File: config.mk
export PLATFORM = sky130hd
export DESIGN_NAME = ifetch_queue
export DESIGN_NICKNAME = d
export VERILOG_FILES = /design/src/rtl/ifetch_queue_pkg.sv /design/src/rtl/ifq_fifo.sv /design/src/rtl/ifetch_queue.sv
export SDC_FILE = /design/constraint.sdc
export NUM_CORES = 1
export LEC_CHECK = 0
export CAP_MARGIN = 10
export CORE_ASPECT_RATIO = 0.7
export CORE_MARGIN = 5
export CORE_UTILIZATION = 55
export CTS_BUF_LIST = sky130_fd_sc_hd__clkbuf_8
export CTS_CLUSTER_SIZE = 30
export DETAILED_ROUTE_END_ITERATION = 12
export GPL_TIMING_DRIVEN = 0
export PLACE_DENSITY = 0.83
export RECOVER_POWER = 25
export SLEW_MARGIN = 20
export SYNTH_ARGS = -nofsm -noshare
export SYNTH_HDL_FRONTEND = slang
export SYNTH_SLANG_ARGS = --single-unit
File: constraint.sdc
create_clock -name clk -period 7.5 [get_ports clk]
set_input_delay 1.125 -clock clk [delete_from_list [all_inputs] [get_ports clk]]
set_output_delay 1.125 -clock clk [all_outputs]
set_load 0.02 [all_outputs]
File: src/rtl/ifetch_queue_pkg.sv
// ---------------------------------------------------------------------------
// ifetch_queue_pkg
//   Shared definitions for the instruction-fetch queue:
//     - default reset PC, memory word-address width, FIFO depth
//     - instruction width
//     - prefetch FIFO entry layout {pc[31:0], instr[31:0]}
//     - PC alignment helper (clears the byte-offset bits)
// ---------------------------------------------------------------------------
package ifetch_queue_pkg;

    localparam logic [31:0] IFQ_RESET_PC = 32'h0000_0000;
    localparam int          IFQ_AW       = 11;
    localparam int          IFQ_DEPTH    = 4;
    localparam int          ILEN         = 32;

    typedef struct packed {
        logic [31:0]     pc;
        logic [ILEN-1:0] instr;
    } ifq_entry_t;

    // Instruction fetch is word granular; the low two bits are never used.
    function automatic logic [31:0] align_pc(input logic [31:0] pc);
        return pc & 32'hFFFF_FFFC;
    endfunction

endpackage

File: src/rtl/ifq_fifo.sv
// ---------------------------------------------------------------------------
// ifq_fifo
//   Synchronous DEPTH-entry FIFO of fetch entries with flush.
//   Ports:
//     clk, reset        clock, asynchronous active-high reset
//     push, wr_data     write an entry (ignored when full without a pop,
//                       or when flush is asserted)
//     pop               remove the head entry (ignored when empty)
//     flush             discard all entries; takes priority over push/pop
//     rd_data           head entry (undefined content when empty)
//     full, empty       occupancy flags
//     count             number of stored entries, 0..DEPTH
// ---------------------------------------------------------------------------
module ifq_fifo
    import ifetch_queue_pkg::*;
#(
    parameter int DEPTH = IFQ_DEPTH
) (
    input  logic                     clk,
    input  logic                     reset,
    input  logic                     push,
    input  ifq_entry_t               wr_data,
    input  logic                     pop,
    input  logic                     flush,
    output ifq_entry_t               rd_data,
    output logic                     full,
    output logic                     empty,
    output logic [$clog2(DEPTH):0]   count
);

    localparam int PTR_W = $clog2(DEPTH);
    localparam logic [PTR_W:0] FULL_COUNT = (PTR_W + 1)'(DEPTH);

    ifq_entry_t       mem [DEPTH];
    logic [PTR_W-1:0] rd_ptr;
    logic [PTR_W-1:0] wr_ptr;
    logic             do_push;
    logic             do_pop;

    assign full  = (count == FULL_COUNT);
    assign empty = (count == '0);

    // A full FIFO still accepts a write when the head leaves in the same cycle.
    assign do_push = push & ~flush & (~full | pop);
    assign do_pop  = pop & ~empty;

    always_ff @(posedge clk or posedge reset) begin
        if (reset) begin
            rd_ptr <= '0;
            wr_ptr <= '0;
            count  <= '0;
        end else if (flush) begin
            // Dropping everything: the read side simply catches up to the write side.
            rd_ptr <= wr_ptr;
            count  <= '0;
        end else begin
            if (do_push) begin
                wr_ptr <= wr_ptr + PTR_W'(1);
            end
            if (do_pop) begin
                rd_ptr <= rd_ptr + PTR_W'(1);
            end
            case ({do_push, do_pop})
                2'b10:   count <= count + (PTR_W + 1)'(1);
                2'b01:   count <= count - (PTR_W + 1)'(1);
                default: count <= count;
            endcase
        end
    end

    // Storage carries no reset; validity is tracked by count alone.
    always_ff @(posedge clk) begin
        if (do_push) begin
            mem[wr_ptr] <= wr_data;
        end
    end

    assign rd_data = mem[rd_ptr];

endmodule

File: src/rtl/ifetch_queue.sv
// ---------------------------------------------------------------------------
// ifetch_queue
//   Instruction-fetch front end in front of a combinational instruction
//   memory. Owns the fetch PC, prefetches words into a small FIFO and hands
//   them to decode. A redirect reloads the PC and flushes all prefetched work.
//   Ports:
//     clk, reset       clock, asynchronous active-high reset
//     imem_a           word address to instruction memory (fetch_pc[AW+1:2])
//     imem_rd          combinational read data for imem_a
//     redirect_valid   load redirect_pc (byte offset ignored) and flush
//     redirect_pc      redirect target
//     instr_valid      queue head is valid
//     instr, instr_pc  head instruction word and its byte PC (0 when invalid)
//     instr_ready      decode accepts the head this cycle
//     fetch_pc         current fetch PC register (trace)
//
//   Handshake: the head transfers on a rising edge where instr_valid and
//   instr_ready are both high. instr_valid depends only on queue state, never
//   combinationally on instr_ready; once raised, instr/instr_pc hold until the
//   transfer happens or a redirect/reset discards the entry.
// ---------------------------------------------------------------------------
module ifetch_queue
    import ifetch_queue_pkg::*;
#(
    parameter logic [31:0] RESET_PC = IFQ_RESET_PC,
    parameter int          DEPTH    = IFQ_DEPTH,
    parameter int          AW       = IFQ_AW
) (
    input  logic            clk,
    input  logic            reset,
    output logic [AW-1:0]   imem_a,
    input  logic [ILEN-1:0] imem_rd,
    input  logic            redirect_valid,
    input  logic [31:0]     redirect_pc,
    output logic            instr_valid,
    output logic [ILEN-1:0] instr,
    output logic [31:0]     instr_pc,
    input  logic            instr_ready,
    output logic [31:0]     fetch_pc
);

    localparam int CNT_W = $clog2(DEPTH) + 1;

    ifq_entry_t       wr_entry;
    ifq_entry_t       head;
    logic             push;
    logic             pop;
    logic             full;
    logic             empty;
    logic [CNT_W-1:0] count;

    // Addresses beyond the memory alias onto it.
    assign imem_a = fetch_pc[AW+1:2];

    assign instr_valid = ~empty;
    assign pop         = instr_valid & instr_ready;
    // Redirect suppresses the fetch: the word at the old PC is stale.
    assign push        = ~redirect_valid & (~full | pop);

    assign wr_entry.pc    = fetch_pc;
    assign wr_entry.instr = imem_rd;

    always_ff @(posedge clk or posedge reset) begin
        if (reset) begin
            fetch_pc <= RESET_PC;
        end else if (redirect_valid) begin
            fetch_pc <= align_pc(redirect_pc);
        end else if (push) begin
            fetch_pc <= fetch_pc + 32'd4;
        end
    end

    ifq_fifo #(
        .DEPTH (DEPTH)
    ) u_fifo (
        .clk     (clk),
        .reset   (reset),
        .push    (push),
        .wr_data (wr_entry),
        .pop     (pop),
        .flush   (redirect_valid),
        .rd_data (head),
        .full    (full),
        .empty   (empty),
        .count   (count)
    );

    // Head storage is not reset, so mask it whenever nothing is valid.
    assign instr    = instr_valid ? head.instr : '0;
    assign instr_pc = instr_valid ? head.pc    : '0;

    count_in_range: assert property (@(posedge clk) disable iff (reset)
        count <= CNT_W'(DEPTH));

endmodule

# ---- After elaboration in Yosys (flattened, before gate mapping)
# Memory sizes are Yosys's and may differ from the RTL's.
# Index checks and enable logic that the tools add are counted.
dict set report classes {
  addsub 5
  multipliers 0
  div_mod_pow 0
  n_lt_le_gt_ge 0
  eq_ne 3
  n_shift 0
  n_mux 10
  n_bitwise 9
  n_reduce_logical 5
}
# cell n
set op_table {}
lappend op_table {{$mux W32} 4}
lappend op_table {{$add A32 B3 Y32 const B} 1}
lappend op_table {{$pmux W3 S2} 1}
lappend op_table {{$and A1 B1 Y1} 5}
lappend op_table {{$add A2 B1 Y2 const B} 2}
lappend op_table {{$mux W2} 2}
lappend op_table {{$reduce_bool A2 Y1} 2}
lappend op_table {{$add A3 B1 Y3 const B} 1}
lappend op_table {{$eq A3 B3 Y1 const B} 1}
lappend op_table {{$logic_not A3 Y1} 1}
lappend op_table {{$mux W3} 1}
lappend op_table {{$not A1 Y1} 3}
lappend op_table {{$reduce_bool A3 Y1} 1}
lappend op_table {{$sub A3 B1 Y3 const B} 1}
lappend op_table {{$eq A2 B1 Y1 const B} 1}
lappend op_table {{$eq A2 B2 Y1 const B} 1}
lappend op_table {{$mux W1} 2}
lappend op_table {{$reduce_and A2 Y1} 1}
lappend op_table {{$or A1 B1 Y1} 1}
dict set report totals {
  regBits 39
  latchBits 0
  ramBits 256
  mem_bits_ro 0
  inputBits 68
  out_inout_bits 108
  word_cells 37
  memories 1
}
# name depth width read_ports rd_ports_with_merged_regs wr line
set memory_table {}
lappend memory_table {u_fifo.mem 4 64 1 0 1 ifq_fifo.sv:34} ;# ifq_entry_t mem [DEPTH];

# ---- Longest topological paths before layout
# Gate-level depths: netlist (run 1).
dict set report depth {
  ltp_word 10
  ltp_mapped 8
  depth_no_buf 7
}

# ---- Modules after synthesis
# From an unflattened synthesis (run 1), not the netlist that was laid out.
dict set report hier_totals {
  hier_cells 700
  area_unflattened_um2 12144.1
}
# module n_inst cells_each area_each_um2 seq_area_each_um2
set by_module_without_submodules {}
lappend by_module_without_submodules {ifq_fifo 1 390 9721.8 7862.5}
lappend by_module_without_submodules {ifetch_queue 1 310 2422.3 750.7}

# ---- Worst setup path before layout (run 1)
# No wires, ideal clock.
dict set report synth_path {
  kind {input to register}
  start {input port instr_ready}
  end {memory u_fifo.mem[0][0] (netlist name) (enable)}
  setup_ps 426
  t_arrival_ps 3194
  t_required_ps 7074
  path_slack_ps 3880
  cell_stages 4
  path_buffers 1
  cell_sequence {nor4b_2 -> clkbuf_1 -> nor2_1 -> and2_1}
}
dict set report synth_via {
  elab_chain_cells 7
}
# element line
set synth_rtl {}
lappend synth_rtl {{start, declared} ifetch_queue.sv:38} ;# input logic instr_ready,
lappend synth_rtl {{$and A1 B1 Y1 *} ifetch_queue.sv:56} ;# assign pop = instr_valid & instr_ready;
lappend synth_rtl {{$or A1 B1 Y1 *} {ifq_fifo.sv:44, ifetch_queue.sv:58}}
lappend synth_rtl {{$and A1 B1 Y1} ifetch_queue.sv:58} ;# assign push = ~redirect_valid & (~full | pop);
lappend synth_rtl {{$and A1 B1 Y1} ifq_fifo.sv:44} ;# assign do_push = push & ~flush & (~full | pop);
lappend synth_rtl {{$and A1 B1 Y1 *} ifq_fifo.sv:44}
lappend synth_rtl {{$mux W1 *} ifq_fifo.sv:73} ;# if (do_push) begin
lappend synth_rtl {{$mux W1 (not written as such) *} ifq_fifo.sv:74} ;# mem[wr_ptr] <= wr_data;
lappend synth_rtl {{end, declared} ifq_fifo.sv:34}
# Every way passes the cells marked *; elsewhere a longest branch is shown, timed or not.

# ---- Final worst setup path (run 1)
dict set report layout_path {
  start {register u_fifo.rd_ptr[0]}
  end {output port instr_pc[23]}
}
dict set report layout_via {
  elab_chain_cells 2
}
# element line
set layout_rtl {}
lappend layout_rtl {{start, declared} ifq_fifo.sv:35} ;# logic [PTR_W-1:0] rd_ptr;
lappend layout_rtl {{start signal, assigned} ifq_fifo.sv:54} ;# rd_ptr <= wr_ptr;
lappend layout_rtl {{start signal, assigned} ifq_fifo.sv:61} ;# rd_ptr <= rd_ptr + PTR_W'(1);
lappend layout_rtl {{$mem_v2 Z4 W64} n/a}
lappend layout_rtl {{$mux W32} ifetch_queue.sv:90} ;# assign instr_pc = instr_valid ? head.pc : '0;
lappend layout_rtl {{end, declared} ifetch_queue.sv:37} ;# output logic [31:0] instr_pc,
# Every way passes these cells.

==> run metrics, run 1 <==
outcome finished with violations; violated checks max-capacitance violations, max-slew violations; Synth Area in Adders 0.709%; Post-Place Setup Slack 3.66 ns; relative slew slack -23.1%; Leakage 4.96 nW; worst hold-check path type reg -> reg; clk sinks 285; initial DRC count 710; Remaining DRCs 0; simple-gate share of the synthesized area 9.01%; critical path arrival 3.22 ns; Final setup viols 0; achievable frequency 230 MHz; clock slew at the register clock pins of the worst setup and hold paths 0.06 ns; GRT overflow 0; Net count, final 956; Syn Inst Count 661; clock latency at the later pin of the worst-skew pair 0.53 ns; Crit Path Max Fanout 10; Pint 3.65 mW; htree depth 2; post-detailed-route count of antenna-violating nets 0; EDFF count, synth 248; Inserted Diodes 0; Seq pwr share 40.5%; layout cell share with drive strength beyond 1 16.3%; share of the clock period used by the worst path 57.9%; post-synthesis sequential area ratio 71.9%; Hold-fix buffers, CTS 0; first-pass GRT wire length 40.2 mm; Initial Utilization 56.0%; hold_ws 0.540 ns; Vias 6,974; part of the power in the clock network 21.6%; die span in x 184 um; cell count after placement 1,114; CTS tree done; CP max stage cell buf_1; Yosys reg bits 285; Synth Flop Type edfxtp_1; largest family of logic cells by synthesized area multiplexers; port buffer count 169; Comb pwr share 37.9%; CTS Buf Count 42; GPL Wtd Cong 0.872; syn_area_per_cell 17.6 um2; GRT Overall Usage 21.3%; Row Count 44; flop-to-flop setup slack 4.85 ns; Final min period 4.34 ns; Slew Limit Fails 34; Async SR Flop Fraction 13.0%; full die area 24,200 um2; antenna violations before repair 0; TritonRoute pass-1 iters 5; Worst EP required 6.38 ns; Mapped Area 11,700 um2; Clock Tree Root clkbuf_8; max incr delay on CP 0.75 ns; setup bufs post-CTS 0; CP cell instances buf_2 > buf_1 > mux4_2 > and2_1 > clkdlybuf4s50_1; post-cts gate resize count 0; Worst Tran Pin Value 1.85 ns; num ports 176; critical path class reg -> out; final setup TNS 0 ns; number of global-route vias before repair 7,344; Die Y 132 um; Layout fillers 1,319; Routed WL 25.7 mm; CTS max path bufs 3; Final Skew 0.0261 ns; Yosys cell types 42; Area growth syn-to-layout 25.4%; fin util 70.2%; Critical Path Sink Type output pin; Synth Area in Compound Gates 2.80%; Worst Slack Setup Final 3.16 ns; P_sw 1.72 mW; wire per inst 21.6 um; peak supply drop 0.229 mV; switch share 32.1%; Post-DP HPWL 16.6 mm; PD cells 368 nW/um2; synth warn 0; xor/xnor share of the synthesized area 1.05%; Core Area 20,800 um2; Max Cap Viol 1; multiplexer area fraction after synthesis 12.2%; post-DR vias/cell 5.86; RSZ-0062 raised after global routing no; largest net degree at the start of global routing 44; startpoint types flip-flop; final hold vios 0; Final Non-Filler Cells 1,190
## cell usage in the layout, fill, tap and decap left out, types with 14 or more instances in the layout
cell type	Yosys	layout
and2_1	67	63
buf_4	15	15
clkbuf_1	25	26
clkbuf_8	0	50
clkdlybuf4s50_1	0	165
dfrtp_1	37	37
edfxtp_1	248	248
inv_1	7	22
mux4_2	62	62
nand2_1	32	32
nor2_1	17	17
o21ai_0	20	20
or4_1	14	14
## area by class of cell
type,instances,area (um2),area share (%)
buffer,49,249,1.70
clock buffer,50,688,4.71
clock inverter,26,104,0.711
inverter,7,26.3,0.180
multi-input combinational,323,3020,20.7
sequential,285,8370,57.3
tap,276,345,2.36
timing repair buffer,174,1800,12.3
## routing by layer
layer / vias to the layer above / part of all wire, % / global-route usage (%)
met5: - / 0 / 0
met4: 0 / 1.5 / 5.13
met3: 43 / 9.9 / 5.79
met2: 385 / 46 / 32.4
met1: 3516 / 43 / 31.5
li1: 3030 / - / -
## logic make-up (layout without fill, tap and decap cells)
logic type / Yosys count / in the layout
adder cells (fa/ha/maj): 6 / 6
AO/OA/AOI/OAI: 52 / 52
flip-flops: 285 / 285
AND/OR/NAND/NOR: 183 / 183
other: 1 / 4
multiplexers: 64 / 64
XOR/XNOR: 14 / 14
buffers and inverters: 56 / 306
## path summary, 6_finish.rpt
kind,from,to,depth (start not counted)
hold / removal,u_fifo.wr_ptr[1],u_fifo.rd_ptr[1],2
setup reg to reg,u_fifo.count[0],u_fifo.mem[2][53],5
max in group asynchronous,reset,fetch_pc[2],3
min in group asynchronous,reset,fetch_pc[8],2
setup / recovery,u_fifo.rd_ptr[0],instr_pc[23],5
hold reg to reg,u_fifo.wr_ptr[1],u_fifo.rd_ptr[1],2
## worst max-delay path, delay by kind of cell, from the launching register on
| family | cells | cell delay (ns) |
|---|---|---|
| buffers and inverters | 3 | 1.60 |
| flip-flops | 1 | 0.31 |
| multiplexers | 1 | 0.60 |
| AND/OR/NAND/NOR | 1 | 0.17 |
## through the flow
stage / cell area, um2 / power [mW]
2_1_floorplan: 11700 / 3.39
3_5_place_dp: 13800 / 4.28
3_3_place_gp: 13700 / 4.21
6_report: 14600 / 5.37
4_1_cts: 14600 / 5.44
5_1_grt: 14600 / 5.65
## synth_stat cells, types with 12 or more instances
cell type / count / area share, %
and2_1: 67 / 3.6
buf_4: 15 / 0.97
clkbuf_1: 25 / 0.81
dfrtp_1: 37 / 7.9
edfxtp_1: 248 / 64
mux4_2: 62 / 12
nand2_1: 32 / 1.0
nand3_1: 12 / 0.52
nor2_1: 17 / 0.55
o21ai_0: 20 / 0.86
or4_1: 14 / 0.90
## power by group through the flow
stage | Combinational [mW] | Sequential (mW) | Clock [mW]
finish | 2.04 | 2.18 | 1.16
global route | 2.18 | 2.20 | 1.26
CTS | 2.08 | 2.18 | 1.19
detailed placement | 2.07 | 2.21 | 0
global placement | 1.99 | 2.22 | 0
floorplan | 1.19 | 2.20 | 0
## state kept, by name, indices dropped and copies added (netlist names)
register       flops
fetch_pc          30
u_fifo.mem       248
u_fifo.wr_ptr      2
u_fifo.rd_ptr      2
u_fifo.count       3
Power figures use the tool's default switching activity.
==> inputs of run 2 (changes only) <==
--- a/config.mk
+++ b/config.mk
@@ -8,12 +8,12 @@
 export CAP_MARGIN = 10
 export CORE_ASPECT_RATIO = 0.7
 export CORE_MARGIN = 5
-export CORE_UTILIZATION = 55
+export CORE_UTILIZATION = 51
 export CTS_BUF_LIST = sky130_fd_sc_hd__clkbuf_8
 export CTS_CLUSTER_SIZE = 30
 export DETAILED_ROUTE_END_ITERATION = 12
 export GPL_TIMING_DRIVEN = 0
-export PLACE_DENSITY = 0.83
+export PLACE_DENSITY = 0.81
 export RECOVER_POWER = 25
 export SLEW_MARGIN = 20
 export SYNTH_ARGS = -nofsm -noshare
==> constraint.sdc (replaced) <==
create_clock -name clk -period 3.9 [get_ports clk]
set_input_delay 0.585 -clock clk [delete_from_list [all_inputs] [get_ports clk]]
set_output_delay 0.585 -clock clk [all_outputs]
set_load 0.02 [all_outputs]
==> run 2 against run 1 <==
Via count decreased by 2.0%. Sequential power rose by 92%. Clock power is 84% higher. Die area is 7.3% higher. Total power up 90%. The run now ends clean. Setup slack worse by 3.0 ns. Count of clock-buffer cells in the layout is 4 lower. Clock skew is 0.0042 ns higher. Wire length down 0.35%. Final cell count increased by 2.7%. Combinational power increased by 91%.
==> run metrics, run 2 (synthesis results as in run 1) <==
final hold vios 0 (unchanged); switch share 32.2% (+0.093 points); max reg flops 248 (unchanged); Hold-fix buffers, CTS 0 (unchanged); Inserted Diodes 0 (unchanged); part of the power in the clock network 20.9% (-0.7 points); most used cell along the critical path clkbuf_1; GRT Overall Usage 20.0% (-1.3 points); Most flops, register u_fifo.mem; htree depth 2 (unchanged); num ports 176 (unchanged); peak supply drop 0.378 mV (+65%); critical path arrival 3.14 ns (-0.08 ns); Critical Path Sink Type output pin; PD cells 698 nW/um2 (+90%); Crit Path Max Fanout 10 (unchanged); Initial Utilization 51.6% (-4.3 points); Post-DP HPWL 16.9 mm (+1.4%); Seq pwr share 41.0% (+0.5 points); initial DRC count 757 (+6.6%); Largest regs u_fifo.mem x248, fetch_pc x30, u_fifo.count x3; CP cell instances clkbuf_1 > clkbuf_1 > mux4_2 > and2_1 > clkdlybuf4s50_1; Leakage 4.93 nW (-0.49%); P_sw 3.28 mW (+90%); commonest non-fill, non-tap cell in the layout edfxtp_1; Post-Place Setup Slack 0.590 ns (-3.07 ns); layout cell share with drive strength beyond 1 16.5% (+0.18 points); GRT overflow 0 (unchanged); CP max stage cell clkbuf_1; Worst Slack Setup Final 0.171 ns (-2.99 ns); relative slew slack 47.2% (+70 points); hold_ws 0.555 ns (+0.0143 ns); Die Y 136 um (+3.6%); Area growth syn-to-layout 25.3% (about the same); Worst Tran Pin Value 0.792 ns (-1.05 ns); Routed WL 25.6 mm (-0.35%); Row Count 46 (+4.5%); wire per inst 20.9 um (-3.0%); first-pass GRT wire length 40.1 mm (-0.33%); Worst EP required 3.31 ns (-3.07 ns); Core Area 22,600 um2 (+8.4%); number of global-route vias before repair 7,178 (-2.3%); critical path class reg -> out; setup bufs post-CTS 0 (unchanged); full die area 26,000 um2 (+7.3%); RSZ-0062 raised after global routing no; max incr delay on CP 0.57 ns (-0.18 ns); Net count, final 955 (-0.10%); Max Cap Viol 0 (-1); most frequent cells in the layout 248 x edfxtp_1, 138 x clkdlybuf4s50_1, 63 x and2_1; achievable frequency 268 MHz; share of the clock period used by the worst path 95.6%; antenna violations before repair 0 (unchanged); CTS Buf Count 41 (-2.4%); clock latency at the later pin of the worst-skew pair 0.54 ns (about the same); post-detailed-route count of antenna-violating nets 0 (unchanged); final setup TNS 0 ns (unchanged); clock slew at the register clock pins of the worst setup and hold paths 0.07 ns (about the same); Pint 6.92 mW (+90%); Final Skew 0.0303 ns (+0.00421 ns); largest net degree at the start of global routing 38 (-14%); Final Non-Filler Cells 1,222 (+2.7%); Slew Limit Fails 0 (-100%); Vias 6,835 (-2.0%); clk sinks 285 (unchanged); Final min period 3.73 ns; Clock Tree Root clkbuf_8; cell count after placement 1,150 (+3.2%); Worst path top cell family by delay buffers and inverters; CTS max path bufs 3 (unchanged); startpoint types flip-flop; die span in x 191 um (+3.6%); worst hold-check path type reg -> reg; CTS tree done; outcome complete, no violations; Remaining DRCs 0 (unchanged); Total Power 10.2 mW (+90%); GPL Wtd Cong 0.818 (-6.2%); Comb pwr share 38.1% (+0.2 points); TritonRoute pass-1 iters 5 (unchanged); Final setup viols 0 (unchanged); CP bufs+invs 3 (unchanged); port buffer count 169 (unchanged); post-DR vias/cell 5.59 (-4.6%)
==> run 2: changes by cell type in the layout (fill, tap and decap cells not counted), sizes merged <==
cell           before  now
clkdlybuf4s50     165  138
dlygate4sd3         4   31
clkbuf             76   72
clkinv             10   14
inv                22   18
==> run 2: per-layer routing <==
metal  part of all wire, %  track usage (%)
met5                     0                0
met4                   1.8             5.22
met3                   9.5             4.70
met2                    46             31.1
met1                    43             29.1
==> run 2: worst paths after layout <==
path,startpoint,endpoint,slack [ns],cells after the start
worst max-delay path,u_fifo.rd_ptr[1],instr_pc[7],0.17,5
worst min-delay path,u_fifo.wr_ptr[0],u_fifo.rd_ptr[0],0.55,2
worst max register to register,u_fifo.count[0],u_fifo.mem[0][20],1.20,5
worst min register to register,u_fifo.wr_ptr[0],u_fifo.rd_ptr[0],0.55,2
max in group asynchronous,reset,u_fifo.wr_ptr[0],2.69,3
min in group asynchronous,reset,fetch_pc[28],0.63,2
==> run 2: metrics by stage <==
stage / area (um2) / utilization (%)
2_1_floorplan: 11700 / -
3_3_place_gp: 13700 / 60.9
3_5_place_dp: 13900 / 61.4
4_1_cts: 14600 / 64.7
5_1_grt: 14600 / 64.7
6_report: 14600 / 64.7
==> run 2: final cells by class <==
type	instances	area, um2
Sequential cell	285	8370
Fill cell	1602	7960
Multi-Input combinational cell	323	3020
Timing Repair Buffer	174	1800
Clock buffer	46	633
Tap cell	312	390
Buffer	49	251
Clock inverter	26	106
Inverter	7	26.3
==> run 2: worst reg2reg max path, stage by stage (launching register included) <==
cell      delay (ns)
dfrtp_1         0.46
nor4b_2         0.58
clkbuf_1        0.46
nor2_1          0.23
and2_4          0.39
buf_12          0.26
==> run 2: repair_timing <==
action                     in CTS  in global routing
resized for setup               0                  4
setup endpoints to repair       0                  8
hold endpoints to repair        0                  0
==> run 2: power groups by stage <==
stage	sequential (mW)	clock, mW	combinational [mW]
2_1_floorplan	4.23	0	2.30
3_3_place_gp	4.27	0	3.85
3_5_place_dp	4.25	0	3.97
4_1_cts	4.19	2.18	3.99
5_1_grt	4.23	2.33	4.19
6_report	4.18	2.13	3.89
==> inputs of run 3 (changes only) <==
--- a/config.mk
+++ b/config.mk
@@ -5,15 +5,16 @@
 export SDC_FILE = /design/constraint.sdc
 export NUM_CORES = 1
 export LEC_CHECK = 0
+export ABC_AREA = 0
 export CAP_MARGIN = 10
 export CORE_ASPECT_RATIO = 0.7
 export CORE_MARGIN = 5
-export CORE_UTILIZATION = 51
+export CORE_UTILIZATION = 55
 export CTS_BUF_LIST = sky130_fd_sc_hd__clkbuf_8
-export CTS_CLUSTER_SIZE = 30
+export CTS_CLUSTER_SIZE = 12
 export DETAILED_ROUTE_END_ITERATION = 12
 export GPL_TIMING_DRIVEN = 0
-export PLACE_DENSITY = 0.81
+export PLACE_DENSITY = 0.83
 export RECOVER_POWER = 25
 export SLEW_MARGIN = 20
 export SYNTH_ARGS = -nofsm -noshare
==> constraint.sdc (replaced) <==
create_clock -name clk -period 3.5 [get_ports clk]
set_input_delay 0.525 -clock clk [delete_from_list [all_inputs] [get_ports clk]]
set_output_delay 0.525 -clock clk [all_outputs]
set_load 0.02 [all_outputs]
==> run 3 against run 2 <==
The flow now finishes with violations (max-capacitance violations, max-slew violations). Sequential share of layout area is 0.098 points lower. Count of clock-buffer cells in the layout increased by 4. Clock power grew 16%. Via count rose by 1.7%. Clock skew shrank 0.0025 ns. Largest power group unchanged. Highest routed layer unchanged.
==> run metrics, run 3 (synthesis results as in run 1) <==
Area growth syn-to-layout 25.6%; CTS max path bufs 3 (unchanged); Clock Tree Root clkbuf_8; Inserted Diodes 0 (unchanged); Total Power 11.5 mW (+13%); end of the critical path instr_pc[23]; share of the clock period used by the worst path 94.4%; outcome finished with violations; PD cells 788 nW/um2 (+13%); achievable frequency 303 MHz; first-pass GRT wire length 40.2 mm (+0.33%); Crit. Startpoint u_fifo.rd_ptr[0]; Net count, final 955 (unchanged); CTS Buf Count 42 (+2.4%); Most flops, register u_fifo.mem; Final Cell Area 14,600 um2 (+0.17%); commonest non-fill, non-tap cell in the layout edfxtp_1; peak supply drop 0.491 mV (+30%); post-detailed-route count of antenna-violating nets 0 (unchanged); startpoint types flip-flop; Max Cap Viol 1 (+1); Core Area 20,800 um2 (-7.8%); Initial Utilization 56.0% (+4.3 points); CP max stage cell clkdlybuf4s50_1; Post-Place Setup Slack 0.260 ns (-0.330 ns); hold_ws 0.330 ns (-0.224 ns); Row Count 44 (-4.3%); worst reg-to-reg path cell count 5 (unchanged); most frequent cells in the layout 248 x edfxtp_1, 136 x clkdlybuf4s50_1, 63 x and2_1; Worst Tran Pin Value 1.83 ns (+1.04 ns); violated checks max-capacitance violations, max-slew violations; CP bufs+invs 3 (unchanged); htree depth 2 (unchanged); flop-to-flop setup slack 0.84 ns (-0.36 ns); largest net degree at the start of global routing 44 (+16%); setup bufs post-CTS 0 (unchanged); clock slew at the register clock pins of the worst setup and hold paths 0.07 ns (about the same); critical path arrival 2.78 ns (-0.36 ns); Leakage 4.99 nW (+1.2%); GPL Wtd Cong 0.872 (+6.6%); Routed WL 25.7 mm (+0.35%); GRT overflow 0 (unchanged); Die Y 132 um (-3.4%); Critical R2R Launch u_fifo.count[0]; post-DR vias/cell 5.85 (+4.5%); Slew Limit Fails 34 (+34); Worst Slack Setup Final 0.196 ns (+0.0252 ns); Placement Cell Area 13,800 um2 (-0.22%); TritonRoute pass-1 iters 5 (unchanged); Post-DP HPWL 16.6 mm (-1.4%); Worst path top cell family by delay buffers and inverters; initial DRC count 685 (-9.5%); antenna violations before repair 0 (unchanged); num ports 176 (unchanged); max incr delay on CP 0.56 ns (about the same); max reg flops 248 (unchanged); relative slew slack -22.2% (-69 points); cell count after placement 1,114 (-3.1%); Remaining DRCs 0 (unchanged); Final min period 3.30 ns; worst hold-check path type in -> async; RSZ-0062 raised after global routing no; wire per inst 21.6 um (+3.1%); die span in x 184 um (-3.5%); CP cell instances buf_2 > clkbuf_4 > mux4_2 > and2_1 > clkdlybuf4s50_1; number of global-route vias before repair 7,344 (+2.3%); CTS tree done; Final setup viols 0 (unchanged); port buffer count 169 (unchanged); clk sinks 285 (unchanged); clock latency at the later pin of the worst-skew pair 0.53 ns (about the same); full die area 24,200 um2 (-6.8%); Critical Path Sink Type output pin; layout cell share with drive strength beyond 1 17.2% (+0.71 points); CP Depth 5 (unchanged); GRT Overall Usage 21.3% (+1.3 points); Final Skew 0.0278 ns (-0.00248 ns); Largest regs u_fifo.mem x248, fetch_pc x30, u_fifo.count x3; RR Endpoint u_fifo.mem[0][15]; Crit Path Max Fanout 10 (unchanged); Worst EP required 2.97 ns (-0.34 ns); Final Non-Filler Cells 1,189 (-2.7%); critical path class reg -> out; final hold vios 0 (unchanged); Vias 6,950 (+1.7%)
==> run 3: cell types whose count changed in the layout (fill, tap and decap cells not counted) <==
cell	delta
clkbuf_4	+6
buf_12	-3
buf_16	+2
clkinv_1	-2
inv_1	+4
dlygate4sd3_1	+2
clkbuf_8	+4
buf_2	-5
clkbuf_2	+5
clkinv_2	-2
clkdlybuf4s50_1	-2
clkbuf_1	-6
==> run 3: area by class of cell <==
class | count | area [um2]
repair buffers | 174 | 1800
clock inverters | 26 | 104
multi-input cells | 323 | 3020
inverters | 7 | 26.3
clock buffers | 50 | 688
fillers | 1316 | 6180
well taps | 276 | 345
flip-flops and latches | 285 | 8370
plain buffers | 48 | 270
==> run 3: worst register-to-register path, cell delays in order, from the launching register on <==
cell and delay [ns]:
dfrtp_1 0.46, nor4b_2 0.59, clkbuf_1 0.45, nor2_1 0.23, and2_4 0.33, buf_16 0.23
==> run 3: how the worst min path moves through the flow <==
stage | from | end | slack [ns]
floorplan | u_fifo.wr_ptr[1] | u_fifo.rd_ptr[1] | 0.50
global placement | u_fifo.wr_ptr[1] | u_fifo.rd_ptr[1] | 0.53
detailed placement | u_fifo.wr_ptr[1] | u_fifo.rd_ptr[1] | 0.54
CTS | reset | fetch_pc[8] | 0.17
global route | reset | fetch_pc[8] | 0.32
finish | reset | fetch_pc[8] | 0.33
==> run 3: layer usage <==
layer | track usage, % | part of all wire, %
met5 | 0 | 0
met4 | 5.13 | 1.6
met3 | 5.79 | 9.9
met2 | 32.4 | 46
met1 | 31.5 | 43
==> run 3: stage by stage <==
step / utilization [%] / setup TNS [ns]
after floorplan: - / 0
after global placement: 65.8 / -334.72
after detailed placement: 66.5 / 0
after CTS: 70.3 / 0
after global routing: 70.3 / 0
final: 70.3 / 0
==> run 3: what timing repair did <==
item / in CTS / in global routing
setup endpoints to repair: 59 / 34
gates resized for setup: 10 / 8
hold buffers: 0 / 0
gates cloned: 0 / 0
==> run 3: where the power goes <==
group          internal (mW)  leakage [nW]  switching, mW
Combinational           2.13          1.82           2.23
Clock                   1.29         0.460           1.19
Sequential              4.41          2.71          0.283
Total                   7.83          4.99           3.70
